--- src/rtl/gate_id_pkg.sv ---
// Shared encodings for the gate identifier: FSM states, gate codes and reference truth tables.
// Truth-table bit {a,b} holds y, so tt[3] is the y observed for a=1,b=1.
package gate_id_pkg;

    typedef enum logic [1:0] {
        ST_IDLE    = 2'd0,
        ST_COLLECT = 2'd1,
        ST_REPORT  = 2'd2
    } state_t;

    localparam logic [2:0] GC_UNKNOWN = 3'd0;
    localparam logic [2:0] GC_NOT     = 3'd1;
    localparam logic [2:0] GC_AND     = 3'd2;
    localparam logic [2:0] GC_NAND    = 3'd3;
    localparam logic [2:0] GC_OR      = 3'd4;
    localparam logic [2:0] GC_NOR     = 3'd5;
    localparam logic [2:0] GC_XOR     = 3'd6;
    localparam logic [2:0] GC_XNOR    = 3'd7;

    localparam logic [3:0] TT_NOT  = 4'b0011;
    localparam logic [3:0] TT_AND  = 4'b1000;
    localparam logic [3:0] TT_NAND = 4'b0111;
    localparam logic [3:0] TT_OR   = 4'b1110;
    localparam logic [3:0] TT_NOR  = 4'b0001;
    localparam logic [3:0] TT_XOR  = 4'b0110;
    localparam logic [3:0] TT_XNOR = 4'b1001;

endpackage

--- src/rtl/gate_tt_decode.sv ---
// Maps a complete 4-entry truth table to a gate code; purely combinational, no flow control.
// Constants, buffers and any other unlisted table decode to UNKNOWN.
module gate_tt_decode
    import gate_id_pkg::*;
(
    input  logic [3:0] i_tt,
    output logic [2:0] o_code
);

    always_comb begin
        o_code = GC_UNKNOWN;
        case (i_tt)
            TT_NOT:  o_code = GC_NOT;
            TT_AND:  o_code = GC_AND;
            TT_NAND: o_code = GC_NAND;
            TT_OR:   o_code = GC_OR;
            TT_NOR:  o_code = GC_NOR;
            TT_XOR:  o_code = GC_XOR;
            TT_XNOR: o_code = GC_XNOR;
            default: o_code = GC_UNKNOWN;
        endcase
    end

endmodule

--- src/rtl/gate_identifier.sv ---
// Collects (a,b,y) samples into a truth table and reports the gate; result one cycle after the final handshake.
// Backpressure: sample_ready is high only while collecting; results are held in REPORT until the next start.
module gate_identifier
    import gate_id_pkg::*;
#(
    parameter int TIMEOUT = 64
) (
    input  logic       clk,
    input  logic       rst_n,
    input  logic       start,
    input  logic       sample_valid,
    input  logic       a,
    input  logic       b,
    input  logic       y,
    output logic       sample_ready,
    output logic       busy,
    output logic       done,
    output logic [2:0] gate_code,
    output logic       conflict,
    output logic       timeout
);

    localparam int CW = $clog2(TIMEOUT + 1);
    localparam logic [CW-1:0] CNT_LAST = CW'(TIMEOUT - 1);

    state_t        r_state;
    logic [3:0]    r_tt;
    logic [3:0]    r_seen;
    logic [CW-1:0] r_cnt;
    logic [2:0]    r_code;
    logic          r_conflict;
    logic          r_timeout;
    logic          r_done;
    logic          r_busy;

    logic [1:0]    w_idx;
    logic          w_hs;
    logic [3:0]    w_tt_nxt;
    logic [3:0]    w_seen_nxt;
    logic          w_conflict;
    logic          w_complete;
    logic [2:0]    w_code;

    assign w_idx      = {a, b};
    assign w_hs       = sample_valid && (r_state == ST_COLLECT);
    assign w_seen_nxt = r_seen | (4'b0001 << w_idx);
    assign w_conflict = w_hs && r_seen[w_idx] && (r_tt[w_idx] != y);
    assign w_complete = w_hs && (w_seen_nxt == 4'b1111);

    always_comb begin
        w_tt_nxt        = r_tt;
        w_tt_nxt[w_idx] = y;
    end

    // Decode the table including the current sample so completion reports in the next cycle.
    gate_tt_decode u_decode (
        .i_tt   (w_tt_nxt),
        .o_code (w_code)
    );

    always_ff @(posedge clk or negedge rst_n) begin
        if (!rst_n) begin
            r_state    <= ST_IDLE;
            r_tt       <= 4'b0000;
            r_seen     <= 4'b0000;
            r_cnt      <= '0;
            r_code     <= GC_UNKNOWN;
            r_conflict <= 1'b0;
            r_timeout  <= 1'b0;
            r_done     <= 1'b0;
            r_busy     <= 1'b0;
        end else begin
            r_done <= 1'b0;
            case (r_state)
                ST_IDLE, ST_REPORT: begin
                    if (start) begin
                        r_state    <= ST_COLLECT;
                        r_tt       <= 4'b0000;
                        r_seen     <= 4'b0000;
                        r_cnt      <= '0;
                        r_code     <= GC_UNKNOWN;
                        r_conflict <= 1'b0;
                        r_timeout  <= 1'b0;
                        r_busy     <= 1'b1;
                    end
                end
                ST_COLLECT: begin
                    // Leaving at CNT_LAST at the latest keeps the counter from wrapping.
                    r_cnt <= r_cnt + CW'(1);
                    if (w_conflict) begin
                        r_conflict <= 1'b1;
                        r_code     <= GC_UNKNOWN;
                        r_state    <= ST_REPORT;
                        r_done     <= 1'b1;
                        r_busy     <= 1'b0;
                    end else if (w_complete) begin
                        r_tt    <= w_tt_nxt;
                        r_seen  <= w_seen_nxt;
                        r_code  <= w_code;
                        r_state <= ST_REPORT;
                        r_done  <= 1'b1;
                        r_busy  <= 1'b0;
                    end else if (r_cnt == CNT_LAST) begin
                        r_timeout <= 1'b1;
                        r_code    <= GC_UNKNOWN;
                        r_state   <= ST_REPORT;
                        r_done    <= 1'b1;
                        r_busy    <= 1'b0;
                    end else if (w_hs) begin
                        r_tt   <= w_tt_nxt;
                        r_seen <= w_seen_nxt;
                    end
                end
                default: begin
                    r_state <= ST_IDLE;
                    r_busy  <= 1'b0;
                end
            endcase
        end
    end

    assign sample_ready = (r_state == ST_COLLECT);
    assign busy         = r_busy;
    assign done         = r_done;
    assign gate_code    = r_code;
    assign conflict     = r_conflict;
    assign timeout      = r_timeout;

endmodule

--- config.mk ---
export PLATFORM = sky130hd
export DESIGN_NAME = gate_identifier
export DESIGN_NICKNAME = d
export VERILOG_FILES = /design/src/rtl/gate_id_pkg.sv /design/src/rtl/gate_tt_decode.sv /design/src/rtl/gate_identifier.sv
export SDC_FILE = /design/constraint.sdc
export NUM_CORES = 1
export LEC_CHECK = 0
export CAP_MARGIN = 20
export CELL_PAD_IN_SITES_DETAIL_PLACEMENT = 0
export CELL_PAD_IN_SITES_GLOBAL_PLACEMENT = 2
export CORE_AREA = 2 2 74 93
export CTS_BUF_LIST = sky130_fd_sc_hd__clkbuf_8
export CTS_CLUSTER_SIZE = 14
export DETAILED_ROUTE_END_ITERATION = 8
export DIE_AREA = 0 0 76 95
export PLACE_DENSITY = 0.65
export RECOVER_POWER = 100
export SYNTH_ARGS = -nofsm -noshare
export SYNTH_HDL_FRONTEND = slang
export SYNTH_SLANG_ARGS = --single-unit
export TNS_END_PERCENT = 20
--- constraint.sdc ---
create_clock -name clk -period 5.4 [get_ports clk]
set_input_delay 0.54 -clock clk [delete_from_list [all_inputs] [get_ports clk]]
set_output_delay 0.54 -clock clk [all_outputs]
set_load 0.01 [all_outputs]
# == Yosys cells after proc, flatten, opt, wreduce, memory -nomap -nowiden ==
# Cells that the tools add are included.
# word_totals
reg_bits,24
output_inout_bits,8
word_cells,95
# classes
addsub,1
n_lt_le_gt_ge,2
eq_ne,20
shifts,1
n_mux,47
bitwise_logic,1
n_reduce_logical,14
# op_table
op,count
$mux W4,9
$pmux W3 S7,1
$eq A4 B4 Y1 const B,4
$mux W1,16
$pmux W4 S2,2
$pmux W7 S2,1
$mux W3,4
$reduce_and A5 Y1,2
$eq A4 B3 Y1 const B,2
$mux W2,4
$add A7 B1 Y7 const B,1
$eq A7 B6 Y1 const B,1
$mux W7,1
$ne A2 B2 Y1 const B,3
$pmux W1 S2,3
$pmux W3 S2,1
$reduce_and A3 Y1,2
$logic_and A1 B1 Y1,5
$bmux W1 S2,2
$bwmux W4,1
$eq A4 B1 Y1 const B,1
$eq A4 B2 Y1 const B,1
$ne A2 B1 Y1 const B,2
$ne A4 B1 Y1 const B,1
other kinds (15),16

# == Longest topological paths before layout ==
# Gate-level depths: netlist of the first run.
# logic_depth
ltp_word,10
depth_mapped,7
depth_no_buf,6

# == Modules after synthesis ==
# From an unflattened synthesis of the first run, not the netlist that was laid out.
# hier_totals
hier_cells,127
hier_area_um2,1277.5
# modules_own_cells
mod,n_inst,cells_per_inst,area_each_um2,seq_area_each_um2
gate_identifier,1,120,1222.4,600.6
gate_tt_decode,1,7,55.1,0.0

# == Worst setup path before layout of the first run ==
# OpenSTA, ideal clock, no wires.
# synth_path
path_kind,input port to flip-flop
start,input port b
end,register r_tt[2]
setup_ns,0.139
arrival_time_ns,1.748
setup_slack_ns,3.513
cell_stages,6
n_path_buf,1
cell_sequence,buf_2 -> nor2b_1 -> o211ai_1 -> a21oi_2 -> o311a_4 -> o221ai_1
# synth_via
elab_chain_cells,10
word_cells_on_any_way,26
cone_classes,order compare: 2; eq/ne: 5; shift: 1; mux: 12; bitwise: 1; reduce/logical: 5
# synth_lines
element,line,text
"start, declared",gate_identifier.sv:13,"input logic b,"
$lt A2 B3 Y1 (implied by the code) / $ge A2 B1 Y1 (equally long branches),gate_identifier.sv:52,w_tt_nxt[w_idx] = y;
$logic_and A1 B1 Y1 (implied by the code),gate_identifier.sv:52,
$mux W1 (implied by the code),gate_identifier.sv:52,
$demux W1 S2,gate_identifier.sv:52,
$bwmux W4,gate_identifier.sv:52,
$mux W4,gate_identifier.sv:109,end else if (w_hs) begin
$mux W4,gate_identifier.sv:103,end else if (r_cnt == CNT_LAST) begin
$mux W4,gate_identifier.sv:96,end else if (w_complete) begin
$mux W4,gate_identifier.sv:90,if (w_conflict) begin
$pmux W4 S2,gate_identifier.sv:74,case (r_state)
"end signal, assigned",gate_identifier.sv:97,r_tt <= w_tt_nxt;
"end signal, assigned",gate_identifier.sv:110,r_tt <= w_tt_nxt;
"end, declared",gate_identifier.sv:27,logic [3:0] r_tt;
# Several ways; a longest one is shown, not always the timed one. The select of a mux whose other input is x is not followed.
# A chain may end at the register's enable or synchronous reset.

# == Worst setup path in the final report of the first run ==
# layout_path
start,input port a
end,register r_state[1]
# layout_via
elab_chain_cells,7
word_cells_on_any_way,16
cone_classes,eq/ne: 3; shift: 1; mux: 7; bitwise: 1; reduce/logical: 4
# layout_lines
element,line,text
"start, declared",gate_identifier.sv:12,"input logic a,"
$shl A1 B2 Y4,gate_identifier.sv:46,assign w_seen_nxt = r_seen | (4'b0001 << w_idx);
$or A4 B4 Y4,gate_identifier.sv:46,
$eq A4 B4 Y1,gate_identifier.sv:48,assign w_complete = w_hs && (w_seen_nxt == 4'b1111);
$logic_and A1 B1 Y1,gate_identifier.sv:48,
$mux W2,gate_identifier.sv:96,
$mux W2,gate_identifier.sv:90,
$pmux W2 S2,gate_identifier.sv:74,
"end signal, assigned",gate_identifier.sv:77,r_state <= ST_COLLECT;
"end signal, assigned",gate_identifier.sv:93,r_state <= ST_REPORT;
"end signal, assigned",gate_identifier.sv:100,r_state <= ST_REPORT;
"end, declared",gate_identifier.sv:26,state_t r_state;
# Several ways; a longest one is shown, not always the timed one. The select of a mux whose other input is x is not followed.

==> results.cfg, run 1 <==
[global_routing]
overflow = 0
antenna_found_initial = 0
grt_pass1_vias = 1320
gr-usage-all-layers = 0.113
grt_pass1_wl_um = 6400
grt_max_degree = 25

[die]
die_x_um = 76
rows = 33
die_h_um = 95
fp.coreArea_mm2 = 0.00640
io-pin-count = 15
start_util = 0.239
die_area_mm2 = 0.00722

[synth]
ys_async_sr_fraction = 1.00
syn_area_mm2 = 0.00153
syn_area_per_cell_um2 = 9.23
ys_top_cells_by_area = dfrtp_1, o211ai_1, nand2_1
yosys-top-cells-count = dfrtp_1, nand2_1, o211ai_1, o21ai_0
yosys_warnings = 0
synth_seq_cells = 24
synthDistinctLibCells = 48
synth_edf_count = 0
yosysMostFrequentCell = dfrtp_1
yosys_most_used_dff = dfrtp_1
seq_area_frac_synth = 0.392
synth_area_leader_cell = dfrtp_1
yosysTopAreaCellShare = 0.392
syn-num-nets = 174
syn_inst = 166

[clocking]
path_clk_slew_ns = 0.09
postCtsHoldBufs = 0
cts_max_level = 1
post-cts-setup-buffers = 0
cts_buffers = 3
clock_latency_ns = 0.27
clk_path_buf_depth = 2
clock_sinks = 24
cts_tree = done
cts_resized = 0
ctsRootBufferMaster = clkbuf_8

[routing]
routedWlPerCell_um = 14.8
ant_nets = 0
drc_errors = 0
drtIter0Drc = 56
vias_per_cell = 4.89
drt-total-wl_um = 3850
via_count = 1276
drt_pass1_iterations = 4

[timing]
tns_ns = 0
slew_viol_final = 0
max_freq_mhz = 305
max_slew.worst_pin.slew_ns = 0.991
max_slew_margin = 0.337
setup_viol = 0
layout_worst_path_cycle_share = 0.608
min_period_ns = 3.28
finalHoldViolCount = 0
rsz0062_at_grt = no
finClkSkew_ns = 0.00631

[pwr]
p_leak_nw = 0.718
peakVddDrop_v = 0.000119
power_density_mw_per_mm2 = 464
p_total_uw = 826

[final_layout]
regArea_um2 = 601
area_growth_pct = 16.2
diodes = 0
nets = 183
fill_cells = 700
final_util = 0.278
drive_gt1_frac = 0.0632
multi_input_area_um2 = 827

[setup_path]
path_class = input pin to flip-flop
crit_path_start_kind = input pin
critical_path_arrival_ns = 3.45
cp_max_fo = 22
crit_path_end_kind = flip-flop
required_ns = 5.56
r2r_cells = 5

[hold_path]
whs_path_depth = 2
hold_class = flip-flop to flip-flop

[placement]
hpwl_um = 2860
port_buffers = 14
place_congestion = 0.787

[job]
drv_cap = 0

[outcome]
status = finished clean
[report_power, final]
group	switching, mW	internal (mW)	total, mW
registers	0.0823	0.240	0.322
logic	0.185	0.159	0.343
clock network	0.0619	0.0992	0.161
[per-stage QoR]
step,worst slack [ns],hold WS (ns),instances,area (um2)
after floorplan,3.51,0.244,166,1530
after global placement,2.40,0.470,256,1730
after detailed placement,2.27,0.477,256,1730
after CTS,2.56,0.499,260,1800
after global routing,1.83,0.507,261,1780
final,2.12,0.482,261,1780
[placed cells by master, fill, tap and decap left out, types with 2 or more instances in the layout]
master           count
dlygate4sd3_1       10
nand2_1             15
nand2b_1             6
dfrtp_1             24
xnor2_1              3
a21oi_1              6
clkdlybuf4s50_1      4
o221ai_1             4
a22o_1               5
nand4_1              3
nor2_1               7
o31ai_1              2
a31oi_1              2
nor3b_1              4
nor2b_1              6
o21ai_0             12
clkbuf_8             3
mux2i_1              5
nand3_1              5
o22ai_1              4
mux2_2               2
inv_1                7
and3b_1              2
o211ai_1            13
[area by class of cell]
| type | instances | area share |
|---|---|---|
| multi-input cells | 123 | 0.464 |
| flip-flops and latches | 24 | 0.337 |
| repair buffers | 15 | 0.0808 |
| well taps | 87 | 0.0611 |
| clock buffers | 3 | 0.0232 |
| clock inverters | 1 | 0.0169 |
| inverters | 8 | 0.0169 |
[flip-flops by register name (all words and copies together) (netlist names)]
signal	cells
busy	1
conflict	1
done	1
gate_code	3
r_cnt	7
r_seen	4
r_state	2
r_tt	4
timeout	1
[kinds of logic after synthesis]
group           count (synthesis)  synth area share
simple gates                   57             0.214
compound gates                 55             0.265
flops                          24             0.392
buf+inv                        19            0.0563
mux                             7            0.0473
xor+xnor                        3            0.0171
fa+ha+maj                       1           0.00816
[routing by layer]
metal  vias up  share of wire  track usage  wire [um]
met2        19           0.56        0.227       2140
met1       626           0.40        0.116       1550
met4         0          0.021       0.0606         80
met3         6          0.023       0.0124         87
met5         -              0            0          0
li1        625              -            -          -
[path summary, 6_finish.rpt]
| path | endpoint | from | slack [ns] |
|---|---|---|---|
| min in group asynchronous | r_seen[1] | rst_n | 0.68 |
| min reg2reg | conflict | conflict | 0.48 |
| max in group asynchronous | busy | rst_n | 3.67 |
| min | conflict | conflict | 0.48 |
| max reg2reg | r_state[1] | r_tt[2] | 2.95 |
| max | r_state[1] | a | 2.12 |
[worst max-delay path, cell delays in order]
cell,delay [ns]
dlygate4sd3_1,1.03
mux2i_1,0.30
xnor2_1,0.09
o211ai_1,0.80
a31oi_1,0.37
or2_0,0.31
Note: power is estimated with default switching activity, not from simulation.
==> inputs of run 2 (changes only) <==
==> constraint.sdc (replaced) <==
create_clock -name clk -period 3.1 [get_ports clk]
set_input_delay 0.31 -clock clk [delete_from_list [all_inputs] [get_ports clk]]
set_output_delay 0.31 -clock clk [all_outputs]
set_load 0.01 [all_outputs]
==> run 2 against run 1 <==
Final cell count up 1.1%. Combinational power increased by 75%. Largest power group unchanged. Global-route usage up 0.26 points. Non-clock buffer count up 3. Routed wire length grew 0.42%. Critical endpoint unchanged.
==> results.cfg, run 2 (same netlist as run 1, synthesis figures left out) <==
[die]
die_h_um = 95
start_util = 0.239
io-pin-count = 15
rows = 33
die_x_um = 76
fp.coreArea_mm2 = 0.00640
die_area_mm2 = 0.00722

[clocking]
cts_tree = done
path_clk_slew_ns = 0.09
ctsRootBufferMaster = clkbuf_8
clock_sinks = 24
clk_path_buf_depth = 2
postCtsHoldBufs = 0
cts_max_level = 1
cts_buffers = 3
clock_latency_ns = 0.27
post-cts-setup-buffers = 0
cts_resized = 0

[pwr]
power_frac_seq = 0.390
p_leak_nw = 0.733
p_sw_frac = 0.400
switchingPower_uw = 577
power_density_mw_per_mm2 = 798
power_frac_comb = 0.416
peakVddDrop_v = 0.000213
power_frac_clock = 0.194
p_int_uw = 864

[global_routing]
gr-usage-all-layers = 0.116
grt_max_degree = 25
grt_pass1_wl_um = 6560
grt_pass1_vias = 1282
antenna_found_initial = 0
overflow = 0

[job]
drv_cap = 0

[routing]
drc_errors = 0
via_count = 1292
ant_nets = 0
drt_pass1_iterations = 4
drtIter0Drc = 114
drt-total-wl_um = 3870
routedWlPerCell_um = 14.7
vias_per_cell = 4.89

[setup_path]
crit_path_start_kind = input pin
required_ns = 3.27
critical_path_arrival_ns = 2.77
r2r_cells = 5
cp_max_fo = 13
path_class = input pin to flip-flop
reg2reg_setup_slack_ns = 0.63
r2r_end = r_state[1]
worstReg2RegStart = r_tt[2]
crit_path_end_kind = flip-flop

[timing]
max_freq_mhz = 384
max_slew.worst_pin.slew_ns = 1.36
rsz0062_at_grt = no
tns_ns = 0
max_slew_margin = 0.0934
slew_viol_final = 0
setup_viol = 0
finalHoldViolCount = 0
layout_worst_path_cycle_share = 0.841
min_period_ns = 2.61
finClkSkew_ns = 0.00352

[final_layout]
largest_register_ffs = 7
drive_gt1_frac = 0.0904
diodes = 0
top_regs = r_cnt (7), r_seen (4), r_tt (4)
top_register = r_cnt
instances_no_fill = 264
final_common_cell = dfrtp_1
area_growth_pct = 17.8
final_cell_mix = dfrtp_1, nand2_1, o211ai_1, o21ai_0, dlygate4sd3_1
nets = 186
fill_cells = 690

[hold_path]
min_from = conflict
hold_class = flip-flop to flip-flop
min_to = conflict
whs_path_depth = 2

[placement]
place_congestion = 0.846
dp_cells = 260
port_buffers = 14
hpwl_um = 2920

[outcome]
status = finished clean
==> run 2: worst max-delay path by stage <==
stage             start    endpoint
2_1_floorplan  r_cnt[0]   r_seen[1]
3_3_place_gp          a     r_tt[2]
3_5_place_dp          a     r_tt[2]
4_1_cts               a     r_tt[2]
5_1_grt               a  r_state[1]
6_report              a  r_state[1]
==> run 2: power by group through the flow <==
| stage | logic (mW) | clock network, mW | registers (mW) |
|---|---|---|---|
| finish | 0.599 | 0.280 | 0.562 |
| global route | 0.677 | 0.304 | 0.581 |
| CTS | 0.635 | 0.288 | 0.562 |
| detailed placement | 0.635 | 0 | 0.567 |
| global placement | 0.620 | 0 | 0.566 |
| floorplan | 0.487 | 0 | 0.509 |
==> run 2: per-layer routing <==
metal,track usage,vias up,share of wire
li1,-,630,-
met1,0.135,644,0.42
met2,0.216,12,0.54
met3,0.00956,6,0.012
met4,0.0591,0,0.025
met5,0,-,0
==> run 2: stage by stage <==
step / utilization / power (mW) / hold slack [ns] / worst slack, ns / cell area (um2)
finish: 0.282 / 1.44 / 0.476 / 0.494 / 1810
detailed placement: 0.274 / 1.20 / 0.468 / 0.413 / 1760
floorplan: - / 0.996 / 0.0144 / 1.36 / 1530
global placement: 0.274 / 1.19 / 0.465 / 0.539 / 1760
global route: 0.282 / 1.56 / 0.502 / 0.328 / 1810
CTS: 0.285 / 1.48 / 0.425 / 0.714 / 1830
==> run 2: worst max-delay path, stage by stage <==
cell and delay, ns:
clkdlybuf4s50_1 0.61, mux2i_1 0.25, xnor2_1 0.09, o211ai_1 0.89, a31oi_2 0.31, or2_1 0.30
==> run 2: layout make-up <==
type	count	area (um2)	area share
well taps	87	109	0.0603
repair buffers	18	166	0.0922
clock buffers	3	41.3	0.0229
inverters	8	30.0	0.0166
multi-input cells	123	828	0.459
clock inverters	1	30.0	0.0166
flip-flops and latches	24	601	0.333
